[config.mk]
export PLATFORM = sky130hd
export DESIGN_NAME = sw_debounce_flat
export DESIGN_NICKNAME = d
export VERILOG_FILES = /design/src/rtl/sw_debounce_pkg.sv /design/src/rtl/sw_debounce_if.sv /design/src/rtl/sw_debounce_bit.sv /design/src/rtl/sw_debounce.sv /design/src/flat_wrapper.sv
export SDC_FILE = /design/constraint.sdc
export NUM_CORES = 1
export LEC_CHECK = 0
export BUFFER_PORTS_ARGS = -buffer_cell sky130_fd_sc_hd__buf_2
export CAP_MARGIN = 25
export CORE_ASPECT_RATIO = 0.5
export CORE_UTILIZATION = 34
export DETAILED_ROUTE_END_ITERATION = 10
export PLACE_DENSITY = 0.46
export SYNTH_ARGS = -nofsm -noshare
export SYNTH_HDL_FRONTEND = slang
export SYNTH_SLANG_ARGS = --single-unit
[constraint.sdc]
create_clock -name clk -period 2.85 [get_ports clk]
set_clock_uncertainty 0.15 [all_clocks]
set_input_delay 0.4275 -clock clk [delete_from_list [all_inputs] [get_ports clk]]
set_output_delay 0.4275 -clock clk [all_outputs]
set_load 0.03 [all_outputs]
[src/rtl/sw_debounce_pkg.sv]
// Shared switch-path types and defaults, also used by the LED stage.
package sw_pkg;
  localparam int SW_WIDTH                = 8;
  // 1 ms at 50 MHz
  localparam int DEBOUNCE_CYCLES_DEFAULT = 50000;

  typedef logic [SW_WIDTH-1:0] sw_vec_t;
endpackage

[src/rtl/sw_debounce_if.sv]
// Switch conditioning bus: raw pins in, debounced vector and edge pulses out.
interface sw_debounce_if
  import sw_pkg::*;
#(
  parameter int WIDTH = SW_WIDTH
);
  logic [WIDTH-1:0] sw_raw;
  logic [WIDTH-1:0] sw_db;
  logic [WIDTH-1:0] sw_rise;
  logic [WIDTH-1:0] sw_fall;
  logic             sw_changed;

  // Debouncer side
  modport slave  (input  sw_raw, output sw_db, sw_rise, sw_fall, sw_changed);
  // Pin / consumer side
  modport master (output sw_raw, input  sw_db, sw_rise, sw_fall, sw_changed);
endinterface

[src/rtl/sw_debounce_bit.sv]
// One switch bit: 2-flop synchroniser, consecutive-mismatch counter,
// committed (stable) flop and registered rise/fall pulses.
module sw_debounce_bit #(
  parameter int DEBOUNCE_CYCLES = 4
) (
  input  logic clk_i,
  input  logic rst_n_i,
  input  logic raw_i,
  output logic db_o,
  output logic rise_o,
  output logic fall_o,
  output logic pulse_d_o   // next-state rise|fall, for the top-level changed flag
);
  localparam int             CNT_W = $clog2(DEBOUNCE_CYCLES + 1);
  localparam logic [CNT_W-1:0] LAST = CNT_W'(DEBOUNCE_CYCLES - 1);

  logic             sync1_q, sync2_q;
  logic [CNT_W-1:0] cnt_q, cnt_d;
  logic             stable_q, stable_d;
  logic             rise_q, rise_d;
  logic             fall_q, fall_d;
  logic             mismatch;

  assign mismatch = sync2_q ^ stable_q;

  // Count consecutive disagreeing synced cycles; commit when the window fills.
  // Any agreement restarts the window, so bounces never accumulate.
  always_comb begin
    cnt_d    = cnt_q;
    stable_d = stable_q;
    rise_d   = 1'b0;
    fall_d   = 1'b0;
    if (!mismatch) begin
      cnt_d = '0;
    end else if (cnt_q == LAST) begin
      cnt_d    = '0;
      stable_d = sync2_q;
      rise_d   = sync2_q;
      fall_d   = ~sync2_q;
    end else begin
      cnt_d = cnt_q + CNT_W'(1);
    end
  end

  // Synchroniser, counter, committed value and pulse registers.
  always_ff @(posedge clk_i) begin
    if (!rst_n_i) begin
      sync1_q  <= 1'b0;
      sync2_q  <= 1'b0;
      cnt_q    <= '0;
      stable_q <= 1'b0;
      rise_q   <= 1'b0;
      fall_q   <= 1'b0;
    end else begin
      sync1_q  <= raw_i;
      sync2_q  <= sync1_q;
      cnt_q    <= cnt_d;
      stable_q <= stable_d;
      rise_q   <= rise_d;
      fall_q   <= fall_d;
    end
  end

  assign db_o      = stable_q;
  assign rise_o    = rise_q;
  assign fall_o    = fall_q;
  assign pulse_d_o = rise_d | fall_d;
endmodule

[src/rtl/sw_debounce.sv]
// Slide-switch conditioner: per-bit debounce plus a registered any-change flag.
module sw_debounce
  import sw_pkg::*;
#(
  parameter int WIDTH           = SW_WIDTH,
  parameter int DEBOUNCE_CYCLES = DEBOUNCE_CYCLES_DEFAULT
) (
  input  logic          clk,
  input  logic          rst_n,
  sw_debounce_if.slave  bus
);
  logic [WIDTH-1:0] db_w, rise_w, fall_w, pulse_d_w;
  logic             sw_changed_q;

  for (genvar g = 0; g < WIDTH; g++) begin : g_bit
    sw_debounce_bit #(.DEBOUNCE_CYCLES(DEBOUNCE_CYCLES)) u_bit (
      .clk_i     (clk),
      .rst_n_i   (rst_n),
      .raw_i     (bus.sw_raw[g]),
      .db_o      (db_w[g]),
      .rise_o    (rise_w[g]),
      .fall_o    (fall_w[g]),
      .pulse_d_o (pulse_d_w[g])
    );
  end

  // Registered from next-state pulses so it lines up with sw_rise/sw_fall.
  always_ff @(posedge clk) begin
    if (!rst_n) sw_changed_q <= 1'b0;
    else        sw_changed_q <= |pulse_d_w;
  end

  assign bus.sw_db      = db_w;
  assign bus.sw_rise    = rise_w;
  assign bus.sw_fall    = fall_w;
  assign bus.sw_changed = sw_changed_q;
endmodule

[src/flat_wrapper.sv]
// flat-port wrapper written by rule: the top's interface ports become plain ports
module sw_debounce_flat import sw_pkg::*;
#(
  parameter int WIDTH           = SW_WIDTH,
  parameter int DEBOUNCE_CYCLES = DEBOUNCE_CYCLES_DEFAULT
)
  (clk, rst_n, bus_sw_raw, bus_sw_db, bus_sw_rise, bus_sw_fall, bus_sw_changed);
  sw_debounce_if #(.WIDTH(WIDTH)) bus_i ();
  input  logic clk;
  input  logic rst_n;
  input wire logic [$bits(bus_i.sw_raw)-1:0] bus_sw_raw;
  output wire logic [$bits(bus_i.sw_db)-1:0] bus_sw_db;
  output wire logic [$bits(bus_i.sw_rise)-1:0] bus_sw_rise;
  output wire logic [$bits(bus_i.sw_fall)-1:0] bus_sw_fall;
  output wire logic [$bits(bus_i.sw_changed)-1:0] bus_sw_changed;
  assign bus_i.sw_raw = bus_sw_raw;
  assign bus_sw_db = bus_i.sw_db;
  assign bus_sw_rise = bus_i.sw_rise;
  assign bus_sw_fall = bus_i.sw_fall;
  assign bus_sw_changed = bus_i.sw_changed;
  sw_debounce #(.WIDTH(WIDTH), .DEBOUNCE_CYCLES(DEBOUNCE_CYCLES)) u_core (.clk(clk), .rst_n(rst_n), .bus(bus_i));
endmodule
==> results.py <==
metrics = {
    "clocking": {
        "cts_tree": "done",
        "cts_buffer_depth": 2,
        "cts_inserted_buffers": 17,
        "ctsHtreeMaxLevel": 4,
        "ctsHoldBuffers": 0,
        "post-cts-setup-buffers": 0,
        "path_clk_slew_ps": 70,
        "insertion_delay_ps": 420,
        "root_buffer": "clkbuf_16",
        "cts_sinks": 169,
        "cts.repair.resized": 0,
    },
    "cells_and_area": {
        "diodes": 0,
        "area_growth_pct": 12.4,
        "seq_area_um2": 3380,
        "multiInputGateArea_um2": 3260,
        "layout-drive-gt1-share_pct": 10.0,
        "layout.nets": 785,
        "final_core_util_pct": 39.6,
        "num-fill-cells": 2012,
    },
    "floorplanning": {
        "start_util_pct": 35.2,
        "rows": 36,
        "core_area_um2": 19700,
        "pin_count": 35,
        "die_width_um": 204,
        "die-area_um2": 21100,
        "fp.dieH_um": 103,
    },
    "route": {
        "drtAntennaViolNets": 0,
        "routed_wl_um": 12900,
        "first_iter_violations": 120,
        "drc_errors": 0,
        "via_per_inst": 4.61,
        "via_count": 4823,
        "drt-pass1-iter-count": 4,
        "wire_per_inst_um": 12.3,
    },
    "global_routing": {
        "antenna_found_initial": 0,
        "grt_use_total_pct": 13.0,
        "grt_pass1_wl_um": 21500,
        "grt_pass1_vias": 4545,
        "gr-total-overflow": 0,
        "grt_max_degree": 19,
    },
    "power": {
        "p_leak_nw": 2.73,
        "irDropWorstVdd_uv": 338,
        "powerDensity_nw_per_um2": 605,
    },
    "hold_path": {
        "hold_end": "u_core.g_bit[3].u_bit.sync1_q$_SDFF_PN0_",
        "worst_hold_path.num_cells": 2,
        "min_from": "bus_sw_raw[3]",
        "hold_class": "in2reg",
    },
    "timing": {
        "rsz0062_at_grt": "false",
        "fmax_mhz": 443,
        "fin_crit_sh_pct": 79.2,
        "finalHoldViolCount": 0,
        "period_needed_ps": 2260,
        "max_slew_margin_pct": 56.9,
        "setup_viol": 0,
        "setup_tns_ps": 0,
        "worst_slew_pin_slew_ps": 645,
        "final_max_slew_viol_count": 0,
    },
    "synthesis": {
        "synthFlopType": "dfxtp_1",
        "yosysWarnings": 0,
        "synth_top_area_cell": "dfxtp_1",
        "synth_area_um2": 6950,
        "synth-edff-count": 0,
        "yosysMostFrequentCell": "dfxtp_1",
        "synth.cells.most_frequent": "dfxtp_1, nor2_1, xor2_1",
        "synth_nets": 771,
        "synth_area_leaders": "dfxtp_1, nor2_1, xor2_1, xnor2_1, nand3_1",
        "synth_cells": 753,
        "avgSynthCellArea_um2": 9.23,
        "ys_ff_latch": 169,
        "ys_seq_area_share_pct": 48.7,
        "async_flop_share_pct": 0,
        "ys_types": 43,
        "synth_top_area_share_pct": 48.7,
    },
    "critical_path": {
        "crit_chain": "or4b_1, or4_4, nand2_1, nor2_1",
        "r2r-start": "u_core.g_bit[3].u_bit.cnt_q[12]$_SDFF_PP0_",
        "cp_max_fo": 15,
        "reg2reg_to": "u_core.g_bit[3].u_bit.cnt_q[9]$_SDFF_PP0_",
        "crit_path_max_incr_delay_ps": 590,
        "critPathKind": "reg2reg",
        "path_buf_inv": 0,
        "crit_family": "simple AND/OR/NAND/NOR gates",
        "reg2reg_setup_slack_ps": 590,
        "worstPathRequired_ps": 2990,
        "crit_slowest_cell": "or4_4",
        "critPathArrivalTime_ps": 2400,
        "reg2reg_depth": 4,
        "crit_path_end_kind": "flop",
        "critPathLaunchType": "flop",
    },
    "placed_design": {
        "hpwl_um": 8870,
        "routabilityCongestion": 0.728,
        "numPortBuffers": 34,
    },
    "outcome": {
        "outcome": "completed",
    },
    "job": {
        "drv_cap": 0,
    },
}
registers in the layout (all words and copies together), names as in the netlist:
| signal | flops |
|---|---|
| u_core.bus.sw_changed | 1 |
| u_core.g_bit.u_bit.sync1_q | 8 |
| u_core.g_bit.u_bit.cnt_q | 128 |
| u_core.g_bit.u_bit.fall_o | 8 |
| u_core.g_bit.u_bit.db_o | 8 |
| u_core.g_bit.u_bit.rise_o | 8 |
| u_core.g_bit.u_bit.sync2_q | 8 |
cells in the final DEF (no fill, tap or decap), drive strengths merged, types with 6 or more instances in the layout:
| master | instances |
|---|---|
| ha | 8 |
| o21ai | 9 |
| nand4 | 30 |
| and3 | 34 |
| nand3 | 42 |
| a21oi | 9 |
| buf | 36 |
| or3 | 9 |
| and4 | 7 |
| clkbuf | 21 |
| xnor2 | 53 |
| nand2 | 32 |
| mux2i | 7 |
| nor4b | 6 |
| nor3b | 17 |
| nor2 | 147 |
| nor3 | 7 |
| inv | 15 |
| and2 | 24 |
| xor2 | 59 |
| or2 | 6 |
| dfxtp | 169 |
metal layers:
| layer | vias up | part of all wire [%] | GRT usage (%) |
|---|---|---|---|
| met4 | 0 | 1.4 | 5.34 |
| li1 | 2537 | - | - |
| met1 | 2231 | 54 | 17.0 |
| met2 | 43 | 43 | 20.7 |
| met5 | - | 0 | 0 |
| met3 | 12 | 2.3 | 3.22 |
power breakdown:
group	switching, mW	internal [mW]	leakage, nW
Clock	0.978	1.31	0.292
Sequential	0.00936	2.37	1.36
Combinational	0.0329	0.0198	1.08
Total	1.02	3.71	2.73
worst max-delay path by stage:
stage,start,endpoint,depth (start not counted)
finish,u_core.g_bit[3].u_bit.cnt_q[12]$_SDFF_PP0_,u_core.g_bit[3].u_bit.cnt_q[9]$_SDFF_PP0_,4
global route,u_core.g_bit[5].u_bit.cnt_q[0]$_SDFF_PP0_,u_core.g_bit[5].u_bit.cnt_q[7]$_SDFF_PP0_,6
CTS,u_core.g_bit[3].u_bit.cnt_q[12]$_SDFF_PP0_,u_core.g_bit[3].u_bit.cnt_q[7]$_SDFF_PP0_,4
detailed placement,u_core.g_bit[3].u_bit.cnt_q[12]$_SDFF_PP0_,u_core.g_bit[3].u_bit.cnt_q[9]$_SDFF_PP0_,4
global placement,u_core.g_bit[3].u_bit.cnt_q[12]$_SDFF_PP0_,u_core.g_bit[3].u_bit.cnt_q[7]$_SDFF_PP0_,4
floorplan,u_core.g_bit[7].u_bit.cnt_q[0]$_SDFF_PP0_,u_core.g_bit[7].u_bit.cnt_q[10]$_SDFF_PP0_,7
metrics by stage:
step                hold WS [ps]  setup WS (ps)  cells  instance area (µm²)  total power, mW
finish                      62.3            594   1046                 7810             4.73
floorplan                    262            852    753                 6950             2.47
detailed placement           270            572   1014                 7220             2.49
CTS                         40.8            560   1046                 7810             4.81
global placement             265            609   1014                 7220             2.49
global route                41.2            385   1046                 7810             4.91
final cells by class:
cell class / instances / area share [%]
inverters: 12 / 0.753
clock inverters: 11 / 1.43
multi-input cells: 531 / 41.7
flip-flops and latches: 169 / 43.3
clock buffers: 21 / 6.15
well taps: 266 / 4.26
repair buffers: 36 / 2.37
kinds of logic after synthesis:
group	after synthesis	synth area share (%)
AO/OA/AOI/OAI	23	1.87
multiplexers	7	1.01
adder cells (fa/ha/maj)	8	1.44
buffers and inverters	53	4.43
AND/OR/NAND/NOR	381	28.5
flip-flops	169	48.7
XOR/XNOR	112	14.1
(Power assumes the default switching activity.)
